--- src/rtl/approx_mon_pkg.sv ---
// Shared state encoding and saturating/absolute-difference arithmetic for approx_err_monitor.
// Helpers work at CALC_W bits; callers zero/sign-extend in and truncate out.
package approx_mon_pkg;

    typedef enum logic [1:0] {
        IDLE  = 2'd0,
        RUN   = 2'd1,
        DRAIN = 2'd2,
        DONE  = 2'd3
    } state_e;

    localparam int unsigned CALC_W = 64;

    function automatic logic [CALC_W-1:0] abs_diff(input logic [CALC_W-1:0] a,
                                                   input logic [CALC_W-1:0] b);
        return (a >= b) ? (a - b) : (b - a);
    endfunction

    // Unsigned add clamped to a WIDTH-bit all-ones ceiling.
    function automatic logic [CALC_W-1:0] sat_add_u(input logic [CALC_W-1:0] acc,
                                                    input logic [CALC_W-1:0] inc,
                                                    input int unsigned       width);
        logic [CALC_W:0] sum;
        logic [CALC_W:0] lim;
        sum = {1'b0, acc} + {1'b0, inc};
        lim = ({{CALC_W{1'b0}}, 1'b1} << width) - {{CALC_W{1'b0}}, 1'b1};
        return (sum > lim) ? lim[CALC_W-1:0] : sum[CALC_W-1:0];
    endfunction

    function automatic logic sat_ovf_u(input logic [CALC_W-1:0] acc,
                                       input logic [CALC_W-1:0] inc,
                                       input int unsigned       width);
        logic [CALC_W:0] sum;
        logic [CALC_W:0] lim;
        sum = {1'b0, acc} + {1'b0, inc};
        lim = ({{CALC_W{1'b0}}, 1'b1} << width) - {{CALC_W{1'b0}}, 1'b1};
        return (sum > lim);
    endfunction

    // Signed add clamped to the WIDTH-bit two's-complement range.
    function automatic logic signed [CALC_W-1:0] sat_add_s(input logic signed [CALC_W-1:0] acc,
                                                           input logic signed [CALC_W-1:0] inc,
                                                           input int unsigned              width);
        logic signed [CALC_W:0] sum;
        logic signed [CALC_W:0] hi;
        logic signed [CALC_W:0] lo;
        sum = $signed({acc[CALC_W-1], acc}) + $signed({inc[CALC_W-1], inc});
        hi  = ($signed({{CALC_W{1'b0}}, 1'b1}) <<< (width - 1)) - $signed({{CALC_W{1'b0}}, 1'b1});
        lo  = -hi - $signed({{CALC_W{1'b0}}, 1'b1});
        if (sum > hi) begin
            return hi[CALC_W-1:0];
        end else if (sum < lo) begin
            return lo[CALC_W-1:0];
        end
        return sum[CALC_W-1:0];
    endfunction

    function automatic logic sat_ovf_s(input logic signed [CALC_W-1:0] acc,
                                       input logic signed [CALC_W-1:0] inc,
                                       input int unsigned              width);
        logic signed [CALC_W:0] sum;
        logic signed [CALC_W:0] hi;
        logic signed [CALC_W:0] lo;
        sum = $signed({acc[CALC_W-1], acc}) + $signed({inc[CALC_W-1], inc});
        hi  = ($signed({{CALC_W{1'b0}}, 1'b1}) <<< (width - 1)) - $signed({{CALC_W{1'b0}}, 1'b1});
        lo  = -hi - $signed({{CALC_W{1'b0}}, 1'b1});
        return (sum > hi) || (sum < lo);
    endfunction

endpackage

--- src/rtl/approx_err_stage.sv ---
// Stage-1 register of approx_err_monitor: absolute error, error flag and operands of an accepted sample.
// Optional macro APPROX_MON_BIAS_EN adds the error sign for the bias accumulator.
module approx_err_stage
    import approx_mon_pkg::*;
#(
    parameter int unsigned WIDTH = 4
) (
    input  logic             clk,
    input  logic             rst,
    input  logic             load,
    input  logic [WIDTH-1:0] op_a,
    input  logic [WIDTH-1:0] op_b,
    input  logic [WIDTH:0]   s_ex,
    input  logic [WIDTH:0]   s_ap,
    output logic             vld,
    output logic             err,
    output logic [WIDTH:0]   diff,
    output logic [WIDTH-1:0] a,
    output logic [WIDTH-1:0] b
`ifdef APPROX_MON_BIAS_EN
    ,
    output logic             ap_gt
`endif
);

    logic             vld_q,  vld_d;
    logic             err_q,  err_d;
    logic [WIDTH:0]   diff_q, diff_d;
    logic [WIDTH-1:0] a_q,    a_d;
    logic [WIDTH-1:0] b_q,    b_d;
`ifdef APPROX_MON_BIAS_EN
    logic             ap_gt_q, ap_gt_d;
`endif

    always_comb begin
        vld_d  = load;
        err_d  = err_q;
        diff_d = diff_q;
        a_d    = a_q;
        b_d    = b_q;
`ifdef APPROX_MON_BIAS_EN
        ap_gt_d = ap_gt_q;
`endif
        if (load) begin
            diff_d = (WIDTH+1)'(abs_diff(CALC_W'(s_ex), CALC_W'(s_ap)));
            err_d  = (s_ex != s_ap);
            a_d    = op_a;
            b_d    = op_b;
`ifdef APPROX_MON_BIAS_EN
            ap_gt_d = (s_ap > s_ex);
`endif
        end
    end

    always_ff @(posedge clk) begin
        if (rst) begin
            vld_q  <= 1'b0;
            err_q  <= 1'b0;
            diff_q <= '0;
            a_q    <= '0;
            b_q    <= '0;
`ifdef APPROX_MON_BIAS_EN
            ap_gt_q <= 1'b0;
`endif
        end else begin
            vld_q  <= vld_d;
            err_q  <= err_d;
            diff_q <= diff_d;
            a_q    <= a_d;
            b_q    <= b_d;
`ifdef APPROX_MON_BIAS_EN
            ap_gt_q <= ap_gt_d;
`endif
        end
    end

    assign vld  = vld_q;
    assign err  = err_q;
    assign diff = diff_q;
    assign a    = a_q;
    assign b    = b_q;
`ifdef APPROX_MON_BIAS_EN
    assign ap_gt = ap_gt_q;
`endif

endmodule

--- src/rtl/approx_err_monitor.sv ---
// Windowed error-statistics engine comparing exact and approximate adder sums.
// Optional macro APPROX_MON_BIAS_EN adds the signed saturating bias_sum output.
module approx_err_monitor
    import approx_mon_pkg::*;
#(
    parameter int unsigned WIDTH = 4,
    parameter int unsigned CNT_W = 16,
    parameter int unsigned ACC_W = 24
) (
    input  logic             clk,
    input  logic             rst,
    input  logic             start,
    input  logic [CNT_W-1:0] win_len,
    input  logic             in_valid,
    output logic             in_ready,
    input  logic [WIDTH-1:0] op_a,
    input  logic [WIDTH-1:0] op_b,
    input  logic [WIDTH:0]   s_ex,
    input  logic [WIDTH:0]   s_ap,
    output logic             busy,
    output logic             done,
    output logic [CNT_W-1:0] err_count,
    output logic [ACC_W-1:0] sum_abs_err,
    output logic [WIDTH:0]   max_abs_err,
    output logic [WIDTH-1:0] max_op_a,
    output logic [WIDTH-1:0] max_op_b,
    output logic             acc_sat
`ifdef APPROX_MON_BIAS_EN
    ,
    output logic signed [ACC_W-1:0] bias_sum
`endif
);

    state_e           state_q,   state_d;
    logic [CNT_W-1:0] len_q,     len_d;
    logic [CNT_W-1:0] cnt_q,     cnt_d;
    logic [CNT_W-1:0] err_cnt_q, err_cnt_d;
    logic [ACC_W-1:0] sum_q,     sum_d;
    logic [WIDTH:0]   max_q,     max_d;
    logic [WIDTH-1:0] max_a_q,   max_a_d;
    logic [WIDTH-1:0] max_b_q,   max_b_d;
    logic             sat_q,     sat_d;
`ifdef APPROX_MON_BIAS_EN
    logic signed [ACC_W-1:0]  bias_q, bias_d;
    logic signed [CALC_W-1:0] bias_inc;
    logic                     stg_ap_gt;
`endif

    logic             accept;
    logic             clear;
    logic             stg_vld;
    logic             stg_err;
    logic [WIDTH:0]   stg_diff;
    logic [WIDTH-1:0] stg_a;
    logic [WIDTH-1:0] stg_b;

    assign in_ready = (state_q == RUN) && (cnt_q < len_q);
    assign accept   = in_valid && in_ready;
    assign busy     = (state_q == RUN) || (state_q == DRAIN);
    assign done     = (state_q == DONE);

    approx_err_stage #(
        .WIDTH (WIDTH)
    ) u_stage (
        .clk   (clk),
        .rst   (rst),
        .load  (accept),
        .op_a  (op_a),
        .op_b  (op_b),
        .s_ex  (s_ex),
        .s_ap  (s_ap),
        .vld   (stg_vld),
        .err   (stg_err),
        .diff  (stg_diff),
        .a     (stg_a),
        .b     (stg_b)
`ifdef APPROX_MON_BIAS_EN
        ,
        .ap_gt (stg_ap_gt)
`endif
    );

    always_comb begin
        state_d   = state_q;
        len_d     = len_q;
        cnt_d     = cnt_q;
        err_cnt_d = err_cnt_q;
        sum_d     = sum_q;
        max_d     = max_q;
        max_a_d   = max_a_q;
        max_b_d   = max_b_q;
        sat_d     = sat_q;
        clear     = 1'b0;
`ifdef APPROX_MON_BIAS_EN
        bias_d    = bias_q;
        bias_inc  = '0;
`endif

        case (state_q)
            IDLE, DONE: begin
                if (start) begin
                    len_d   = win_len;
                    cnt_d   = '0;
                    clear   = 1'b1;
                    state_d = (win_len == '0) ? DONE : RUN;
                end
            end
            RUN: begin
                if (accept) begin
                    cnt_d = cnt_q + CNT_W'(1);
                    if (cnt_d == len_q) begin
                        state_d = DRAIN;
                    end
                end
            end
            DRAIN: begin
                // Final sample is folded into the stats on the edge that empties stage 1.
                if (!stg_vld) begin
                    state_d = DONE;
                end
            end
            default: state_d = IDLE;
        endcase

        if (clear) begin
            err_cnt_d = '0;
            sum_d     = '0;
            max_d     = '0;
            max_a_d   = '0;
            max_b_d   = '0;
            sat_d     = 1'b0;
`ifdef APPROX_MON_BIAS_EN
            bias_d    = '0;
`endif
        end else if (stg_vld) begin
            err_cnt_d = err_cnt_q + CNT_W'(stg_err);
            sum_d     = ACC_W'(sat_add_u(CALC_W'(sum_q), CALC_W'(stg_diff), ACC_W));
            sat_d     = sat_q | sat_ovf_u(CALC_W'(sum_q), CALC_W'(stg_diff), ACC_W);
            // Strict compare keeps the earliest sample on ties.
            if (stg_diff > max_q) begin
                max_d   = stg_diff;
                max_a_d = stg_a;
                max_b_d = stg_b;
            end
`ifdef APPROX_MON_BIAS_EN
            bias_inc = stg_ap_gt ? CALC_W'(stg_diff) : -CALC_W'(stg_diff);
            bias_d   = ACC_W'(sat_add_s(CALC_W'(bias_q), bias_inc, ACC_W));
            sat_d    = sat_d | sat_ovf_s(CALC_W'(bias_q), bias_inc, ACC_W);
`endif
        end
    end

    always_ff @(posedge clk) begin
        if (rst) begin
            state_q   <= IDLE;
            len_q     <= '0;
            cnt_q     <= '0;
            err_cnt_q <= '0;
            sum_q     <= '0;
            max_q     <= '0;
            max_a_q   <= '0;
            max_b_q   <= '0;
            sat_q     <= 1'b0;
`ifdef APPROX_MON_BIAS_EN
            bias_q    <= '0;
`endif
        end else begin
            state_q   <= state_d;
            len_q     <= len_d;
            cnt_q     <= cnt_d;
            err_cnt_q <= err_cnt_d;
            sum_q     <= sum_d;
            max_q     <= max_d;
            max_a_q   <= max_a_d;
            max_b_q   <= max_b_d;
            sat_q     <= sat_d;
`ifdef APPROX_MON_BIAS_EN
            bias_q    <= bias_d;
`endif
        end
    end

    assign err_count   = err_cnt_q;
    assign sum_abs_err = sum_q;
    assign max_abs_err = max_q;
    assign max_op_a    = max_a_q;
    assign max_op_b    = max_b_q;
    assign acc_sat     = sat_q;
`ifdef APPROX_MON_BIAS_EN
    assign bias_sum    = bias_q;
`endif

endmodule

--- config.mk ---
export PLATFORM = sky130hd
export DESIGN_NAME = approx_err_monitor
export DESIGN_NICKNAME = d
export VERILOG_FILES = /design/src/rtl/approx_mon_pkg.sv /design/src/rtl/approx_err_stage.sv /design/src/rtl/approx_err_monitor.sv
export SDC_FILE = /design/constraint.sdc
export NUM_CORES = 1
export LEC_CHECK = 0
export BUFFER_PORTS_ARGS = -buffer_cell sky130_fd_sc_hd__buf_2
export CAP_MARGIN = 15
export CELL_PAD_IN_SITES_DETAIL_PLACEMENT = 0
export CELL_PAD_IN_SITES_GLOBAL_PLACEMENT = 2
export CORE_UTILIZATION = 30
export CTS_CLUSTER_DIAMETER = 40
export DETAILED_ROUTE_END_ITERATION = 10
export PLACE_DENSITY_LB_ADDON = 0.1
export SYNTH_ARGS = -nofsm -noshare
export SYNTH_HDL_FRONTEND = slang
export SYNTH_HIERARCHICAL = 1
export SYNTH_SLANG_ARGS = --single-unit
--- constraint.sdc ---
create_clock -name clk -period 5 [get_ports clk]
set_input_delay 0.5 -clock clk [delete_from_list [all_inputs] [get_ports clk]]
set_output_delay 0.5 -clock clk [all_outputs]
set_load 0.01 [all_outputs]
# Word level (Yosys, flattened, before mapping)
# Index checks and enable logic that the tools add are counted.
# classes
n_eq_ne	9
add_sub_neg	5
n_lt_le_gt_ge	4
muxes	13
bitwise	1
reduce_logical	12
# op_table
op	n
$mux 16	2
$pmux 16 s2	1
$add 24x5->25	1
$gt 25x24->1 const B	1
$mux 24	1
$add 16x1->16	1
$add 16x1->16 const B	1
$eq 16x16->1	1
$logic_not 16->1	1
$lt 16x16->1	1
$mux 2	5
$sub 5x5->5	2
$pmux 2 s3	1
$ge 5x5->1	1
$gt 5x5->1	1
$mux 5	1
$ne 5x5->1	1
$eq 2x2->1 const B	2
$ne 2x1->1 const B	2
$ne 2x2->1 const B	2
$reduce_and 2->1	2
$reduce_and 4->1	1
$reduce_or 2->1	2
$reduce_and 3->1	1
7 further kinds	9
# totals
output_inout_bits	57
ff_bits	103
input_bits	38

# Longest topological paths before layout
# Gate-level depths: netlist of the first run.
# logic_depth
depth_word	5
mapped_depth	13
mapped_depth_nobuf	11

# Cells and area by module
# Netlist of the first run, hierarchy kept.
# by_module_without_submodules
module	area_each_um2	n_inst	cells_per_inst
approx_err_monitor	4979.8	1	614
approx_err_stage	942.2	1	107

# Worst setup path after synthesis of the first run
# OpenSTA, ideal clock, no wires.
# synth_path
path_type	register to register
startpoint	register sum_q[0], in the netlist sum_abs_err[0]
endpoint	register sum_q[5], in the netlist sum_abs_err[5]
arrival_ns	2.481
stages_incl_launch_ff	13
path_slack_ns	2.441
period_less_slack_ns	2.559
cell_sequence	dfxtp_1 ha_1 inv_1 fa_1 nor2b_1 o21ai_0 a21oi_1 o21ai_1 or3_1 clkbuf_1 clkbuf_1 nor3b_1 nor3_1
# synth_via
elab_chain_len	3
# synth_lines
element	line_no	source
start, declared	approx_err_monitor.sv:38	logic [ACC_W-1:0] sum_q, sum_d;
start signal, assigned	approx_err_monitor.sv:172	sum_q <= sum_d;
$add 24x5->25 *	approx_mon_pkg.sv:25	sum = {1'b0, acc} + {1'b0, inc};
$gt 25x24->1	approx_mon_pkg.sv:27	return (sum > lim) ? lim[CALC_W-1:0] : sum[CALC_W-1:0];
$mux 24 *	approx_mon_pkg.sv:27	
# Every way passes the cells marked *; elsewhere a longest branch is shown, timed or not.
# A chain may end at the register's enable or synchronous reset.

# Final worst setup path of the first run
# layout_path
startpoint	register cnt_q[7]
endpoint	register cnt_q[15]
# layout_via
elab_chain_len	5
word_cells_on_any_way	8
# layout_lines
element	line_no	source
start, declared	approx_err_monitor.sv:36	logic [CNT_W-1:0] cnt_q, cnt_d;
start signal, assigned	approx_err_monitor.sv:170	cnt_q <= cnt_d;
$lt 16x16->1	approx_err_monitor.sv:57	assign in_ready = (state_q == RUN) && (cnt_q < len_q);
$logic_and 1x1->1	approx_err_monitor.sv:57	
$logic_and 1x1->1	approx_err_monitor.sv:58	assign accept = in_valid && in_ready;
named net accept	approx_err_monitor.sv:49	logic accept;
$ne 2x1->1 (no source line)	--	
$reduce_and 3->1 (no source line)	--	
# The timed path passes the listed nets, and every way through them passes these cells. The select of a mux whose other input is x is not followed.

==> impl_metrics.ini, run 1 <==
[placement]
place.gp.congestion = 0.780
port_buffers = 94
hpwlAfterDp_um = 12200

[timing]
slew_headroom_pct = 44.8
period_share_pct = 67.5
setup_tns_ns = 0
rsz0062_at_grt = false
drv_slew = 0
max_clock_freq_mhz = 296
final-hold-violation-count = 0
period_needed_ns = 3.37
skew_ns = 0.00651
tightest_slew_ns = 0.821
setup_viol = 0

[detailed_routing]
drcViolationCount = 0
wl_per_cell_um = 15.2
drt_wl_total_um = 16300
drtIter0Drc = 240
viasPerCell = 4.92
dr.pass1.iters = 6
ant_nets = 0
vias = 5273

[global_routing]
grt_pass1_vias = 5159
grt_antenna_before_repair = 0
grt-ovfl-total = 0
grt_pass1_wl_um = 26700
grt_start_max_net_pins = 51
grt_use_total_pct = 16.9

[clock_tree]
clockRootBuffer = clkbuf_16
ctsResizeCount = 0
cts_hold_buf = 0
htreeDepth = 3
path_clk_slew_ns = 0.08
cts_tree = done
numClockSinks = 103
cts_buffer_depth = 2
post_cts_buffers = 0
insertion_delay_ns = 0.35
numCtsBuffers = 9

[yosys]
yosysSeqAreaShare_pct = 34.8
async_flop_share_pct = 0
synth_area_per_cell_um2 = 8.21
netlist_instances = 721
yosys_most_used_dff = dfxtp_1
synth_seq_cells = 103
postSynthNetCount = 804
yosys_warnings = 6
synth.distinct_cells = 59
netlist_area_mm2 = 0.00592
synth_edf_count = 0

[worst_setup_path]
startpoint = cnt_q[7]$_SDFFE_PP0P_
critPathTopFamily = simple AND/OR/NAND/NOR gates
required_ns = 5.28
rrSetupSlack_ns = 1.63
rr_worst_depth = 9
worstSetupPathType = reg -> reg
cp_cell_sequence = ha_1, a2111o_1, a21oi_1, a21boi_1, nor3b_4, buf_4, nand3_4, or4_1, a21oi_1
max_stage_delay_ns = 0.58
start_kind = register
arrival_ns = 3.65
critical_path_depth = 9
crit_slowest_cell = or4_1
crit_top_cell = a21oi_1
path_max_fanout = 27
r2r-start = cnt_q[7]$_SDFFE_PP0P_
worst-path-buf-inv = 1
end_kind = register
rr_endpoint = cnt_q[15]$_SDFFE_PP0P_
crit_end = cnt_q[15]$_SDFFE_PP0P_

[die]
io_pins = 95
die_height_um = 143
start_util_pct = 30.5
die-area_mm2 = 0.0203
coreArea_mm2 = 0.0194
num_rows = 51
chipWidth_um = 143

[pwr]
p_per_area_mw_per_mm2 = 346
vdd_drop_max_uv = 175
p_leak_nw = 2.79

[cells_and_area]
fill_cells = 2110
drive_gt1_share_pct = 15.5
nets = 884
finish.utilization_pct = 35.8
diodes = 0
syn2layout_area_growth_pct = 17.3

[outcome]
status = completed

[min_path]
min_path_type = in -> reg

[flow_run]
maxCapViolCount = 0
-- registers in the layout, summed over array words and instances, names as in the netlist, 2 cells and up --
name,count
cnt_q,16
err_count,16
len_q,16
max_abs_err,5
max_op_a,4
max_op_b,4
state_q,2
sum_abs_err,24
u_stage/a,4
u_stage/b,4
u_stage/diff,5
-- metrics by stage --
stage | area (um^2) | cells | hold slack [ns] | setup slack [ns] | power [mW]
finish | 6950 | 1071 | 0.384 | 1.63 | 2.40
global route | 6950 | 1071 | 0.366 | 1.31 | 2.57
CTS | 6930 | 1070 | 0.367 | 1.54 | 2.43
detailed placement | 6620 | 1054 | 0.436 | 1.57 | 1.66
global placement | 6620 | 1054 | 0.434 | 1.62 | 1.65
floorplan | 5920 | 721 | 0.441 | 2.44 | 1.45
-- Yosys cell counts (12+ instances only) --
master,number,area (um^2)
ha_1,42,526
o21ai_0,29,145
xor2_1,23,201
a21oi_1,66,330
inv_1,45,169
nand2_1,72,270
clkbuf_1,19,71.3
xnor2_1,16,140
nor2_1,70,263
nand4_1,15,93.8
or3_1,12,75.1
mux2i_1,30,300
nor2b_1,12,75.1
nand3_1,25,125
dfxtp_1,103,2060
-- layer usage --
| metal | global-route usage, % | up-vias | part of all wire [%] |
|---|---|---|---|
| li1 | - | 2699 | - |
| met1 | 21.5 | 2466 | 47 |
| met2 | 28.4 | 90 | 47 |
| met3 | 3.87 | 18 | 4.1 |
| met4 | 4.81 | 0 | 1.4 |
| met5 | 0 | - | 0 |
-- report_power, final --
group	internal [mW]	switching, mW	total (mW)
Sequential	0.885	0.0673	0.952
Combinational	0.258	0.436	0.694
Clock	0.402	0.356	0.758
Total	1.55	0.859	2.40
-- layout make-up --
class	instances	area, um^2	share of cell area, %
inverters	45	169	2.43
well taps	265	332	4.77
multi-input cells	542	3550	51.1
repair buffers	100	519	7.48
clock buffers	9	225	3.24
flip-flops and latches	103	2060	29.7
clock inverters	7	88.8	1.28
-- worst min-delay path by stage --
stage                     depth (start not counted)             startpoint                   endpoint  slack [ns]
final                                             3                op_a[1]  u_stage/a[1]$_SDFFE_PP0P_        0.38
after global routing                              3                op_b[1]  u_stage/b[1]$_SDFFE_PP0P_        0.37
after CTS                                         3                op_a[1]  u_stage/a[1]$_SDFFE_PP0P_        0.37
after detailed placement                          2   acc_sat$_SDFFE_PP0P_       acc_sat$_SDFFE_PP0P_        0.44
after global placement                            2   acc_sat$_SDFFE_PP0P_       acc_sat$_SDFFE_PP0P_        0.43
after floorplan                                   2  len_q[0]$_SDFFE_PP0P_      len_q[0]$_SDFFE_PP0P_        0.44
-- cells in the final DEF (no fill, tap or decap), types with 23 or more instances in the layout --
| cell | netlist | routed |
|---|---|---|
| nand3_1 | 25 | 25 |
| xor2_1 | 23 | 23 |
| o21ai_0 | 29 | 29 |
| ha_1 | 42 | 42 |
| buf_2 | 8 | 94 |
| a21oi_1 | 66 | 66 |
| nor2_1 | 70 | 70 |
| dfxtp_1 | 103 | 103 |
| inv_1 | 45 | 45 |
| nand2_1 | 72 | 72 |
| mux2i_1 | 30 | 30 |
-- worst min-delay path: stages --
cell and delay (ns):
buf_2 0.08, mux2i_1 0.06, nor2_1 0.07
-- kinds of logic after synthesis --
family | after synthesis | share of synthesized area [%]
muxes | 30 | 5.07
adders and majority gates | 46 | 10.1
DFF | 103 | 34.8
and+or+nand+nor | 272 | 23.5
buffers and inverters | 76 | 5.24
AOI/OAI and AO/OA | 155 | 15.6
xor gates and xnor gates | 39 | 5.77
(Power assumes the default switching activity.)
==> run 2, diff against run 1 <==
- clock period: 5 -> 2.85 ns (I/O delays scaled with it)
==> impl_metrics.ini, run 2 (synthesis gave the netlist of run 1 again) <==
[outcome]
status = completed

[pwr]
internal_power_mw = 2.70
p_per_area_mw_per_mm2 = 584
p_leak_nw = 2.94
pwr-share-seq_pct = 39.5
vdd_drop_max_uv = 297
p_sw_mw = 1.51
swShare_pct = 35.8
clkPwrFrac_pct = 28.6
combinationalPowerShare_pct = 31.9

[detailed_routing]
drcViolationCount = 0
drtIter0Drc = 247
viasPerCell = 4.92
wl_per_cell_um = 15.2
ant_nets = 0
dr.pass1.iters = 4
vias = 5426
drt_wl_total_um = 16800

[timing]
rsz0062_at_grt = false
final-hold-violation-count = 0
drv_slew = 0
slew_headroom_pct = 49.6
whs_ns = 0.167
setup_viol = 0
period_share_pct = 95.0
period_needed_ns = 2.71
tightest_slew_ns = 0.757
max_clock_freq_mhz = 369
skew_ns = 0.0109

[clock_tree]
numCtsBuffers = 9
insertion_delay_ns = 0.36
clockRootBuffer = clkbuf_16
htreeDepth = 3
cts_hold_buf = 0
cts_buffer_depth = 2
post_cts_buffers = 0
path_clk_slew_ns = 0.08
cts_tree = done
numClockSinks = 103

[die]
io_pins = 95
coreArea_mm2 = 0.0194
die_height_um = 143
die-area_mm2 = 0.0203
chipWidth_um = 143
num_rows = 51
start_util_pct = 30.5

[cells_and_area]
syn2layout_area_growth_pct = 21.8
ff_latch_area_mm2 = 0.00206
diodes = 0
final_cell_mix = dfxtp_1 (102), buf_2 (94), nand2_1 (72)
design_area_mm2 = 0.00721
nets = 916
finish.utilization_pct = 37.2
largest_register_ffs = 24
fill_cells = 2080
drive_gt1_share_pct = 19.8
multi_input_area_mm2 = 0.00360
layout.cells.most_common = dfxtp_1

[min_path]
min_path_type = in -> reg
hold_end = u_stage/a[3]$_SDFFE_PP0P_
min_path_cells = 3
holdCritStartpoint = op_a[3]

[worst_setup_path]
start_kind = register
rr_endpoint = u_stage/diff[4]$_SDFFE_PP0P_
arrival_ns = 2.94
crit_slowest_cell = or4b_1
rr_worst_depth = 10
max_stage_delay_ns = 0.43
rrSetupSlack_ns = 0.14
r2r-start = len_q[7]$_SDFFE_PP0P_
cp_cell_sequence = inv_1, ha_1, a2111o_1, a21oi_2, a21boi_4, nor3b_4, buf_4, or4b_1, a21oi_1, nor4_1
critical_path_depth = 10
path_max_fanout = 4
end_kind = register
worstSetupPathType = reg -> reg
critPathTopFamily = compound AO/OA/AOI/OAI gates
worst-path-buf-inv = 2
required_ns = 3.08

[placement]
hpwlAfterDp_um = 12800
port_buffers = 94
dpl_cell_area_mm2 = 0.00688
place.gp.congestion = 0.782

[global_routing]
grt_use_total_pct = 17.2
grt_antenna_before_repair = 0
grt_pass1_vias = 5336
grt_pass1_wl_um = 27300
grt_start_max_net_pins = 31
grt-ovfl-total = 0

[flow_run]
maxCapViolCount = 0
## run 2: cell types whose count changed in the layout (fill, tap and decap cells not counted), sizes merged
cell | previous run | this run
inv | 49 | 48
clkinvlp | 1 | 2
clkbuf | 9 | 10
buf | 100 | 132
bufinv | 1 | 0
## run 2: metal layers
metal	track usage, %	up-vias	part of all wire, %
met5	0	-	0
met4	5.21	0	1.5
met3	3.63	14	3.7
met2	30.3	75	49
met1	21.0	2572	46
li1	-	2765	-
## run 2: worst min-delay path: stages
cell	delay, ns
buf_2	0.08
mux2i_1	0.06
nor2_1	0.07
## run 2: worst max path at each step
stage,from,endpoint
final,len_q[7]$_SDFFE_PP0P_,u_stage/diff[4]$_SDFFE_PP0P_
after global routing,len_q[5]$_SDFFE_PP0P_,u_stage/diff[3]$_SDFFE_PP0P_
after CTS,u_stage/diff[0]$_SDFFE_PP0P_,sum_abs_err[9]$_SDFFE_PP0P_
after detailed placement,len_q[15]$_SDFFE_PP0P_,u_stage/diff[2]$_SDFFE_PP0P_
after global placement,len_q[15]$_SDFFE_PP0P_,cnt_q[3]$_SDFFE_PP0P_
after floorplan,sum_abs_err[0]$_SDFFE_PP0P_,sum_abs_err[5]$_SDFFE_PP0P_
## run 2: final cells by class
| type | instances | area share [%] |
|---|---|---|
| sequential | 103 | 28.6 |
| inverter | 45 | 2.34 |
| multi-input combinational | 542 | 49.9 |
| timing repair buffer | 132 | 10.7 |
| tap | 265 | 4.60 |
| clock inverter | 6 | 0.694 |
| clock buffer | 10 | 3.18 |
## run 2: power groups by stage
stage | sequential [mW] | combinational [mW] | clock, mW
6_report | 1.66 | 1.34 | 1.20
5_1_grt | 1.68 | 1.51 | 1.31
4_1_cts | 1.67 | 1.33 | 1.25
3_5_place_dp | 1.70 | 1.31 | 0
3_3_place_gp | 1.70 | 1.30 | 0
2_1_floorplan | 1.67 | 0.873 | 0
## run 2: metrics by stage
step / power (mW) / setup TNS [ns] / cells / worst slack (ns)
4_1_cts: 4.25 / 0 / 1103 / 0.0365
6_report: 4.21 / 0 / 1103 / 0.144
5_1_grt: 4.50 / 0 / 1103 / 0.0173
2_1_floorplan: 2.54 / 0 / 721 / 0.291
3_5_place_dp: 3.01 / -0.00144 / 1087 / -0.00144
3_3_place_gp: 3.00 / 0 / 1087 / 0.0633
## run 2: timing repair
item,4_1_cts,5_1_grt
gates resized for setup,2,11
endpoints found under the hold margin,0,0
pin swaps,0,2
setup endpoints to repair,7,21
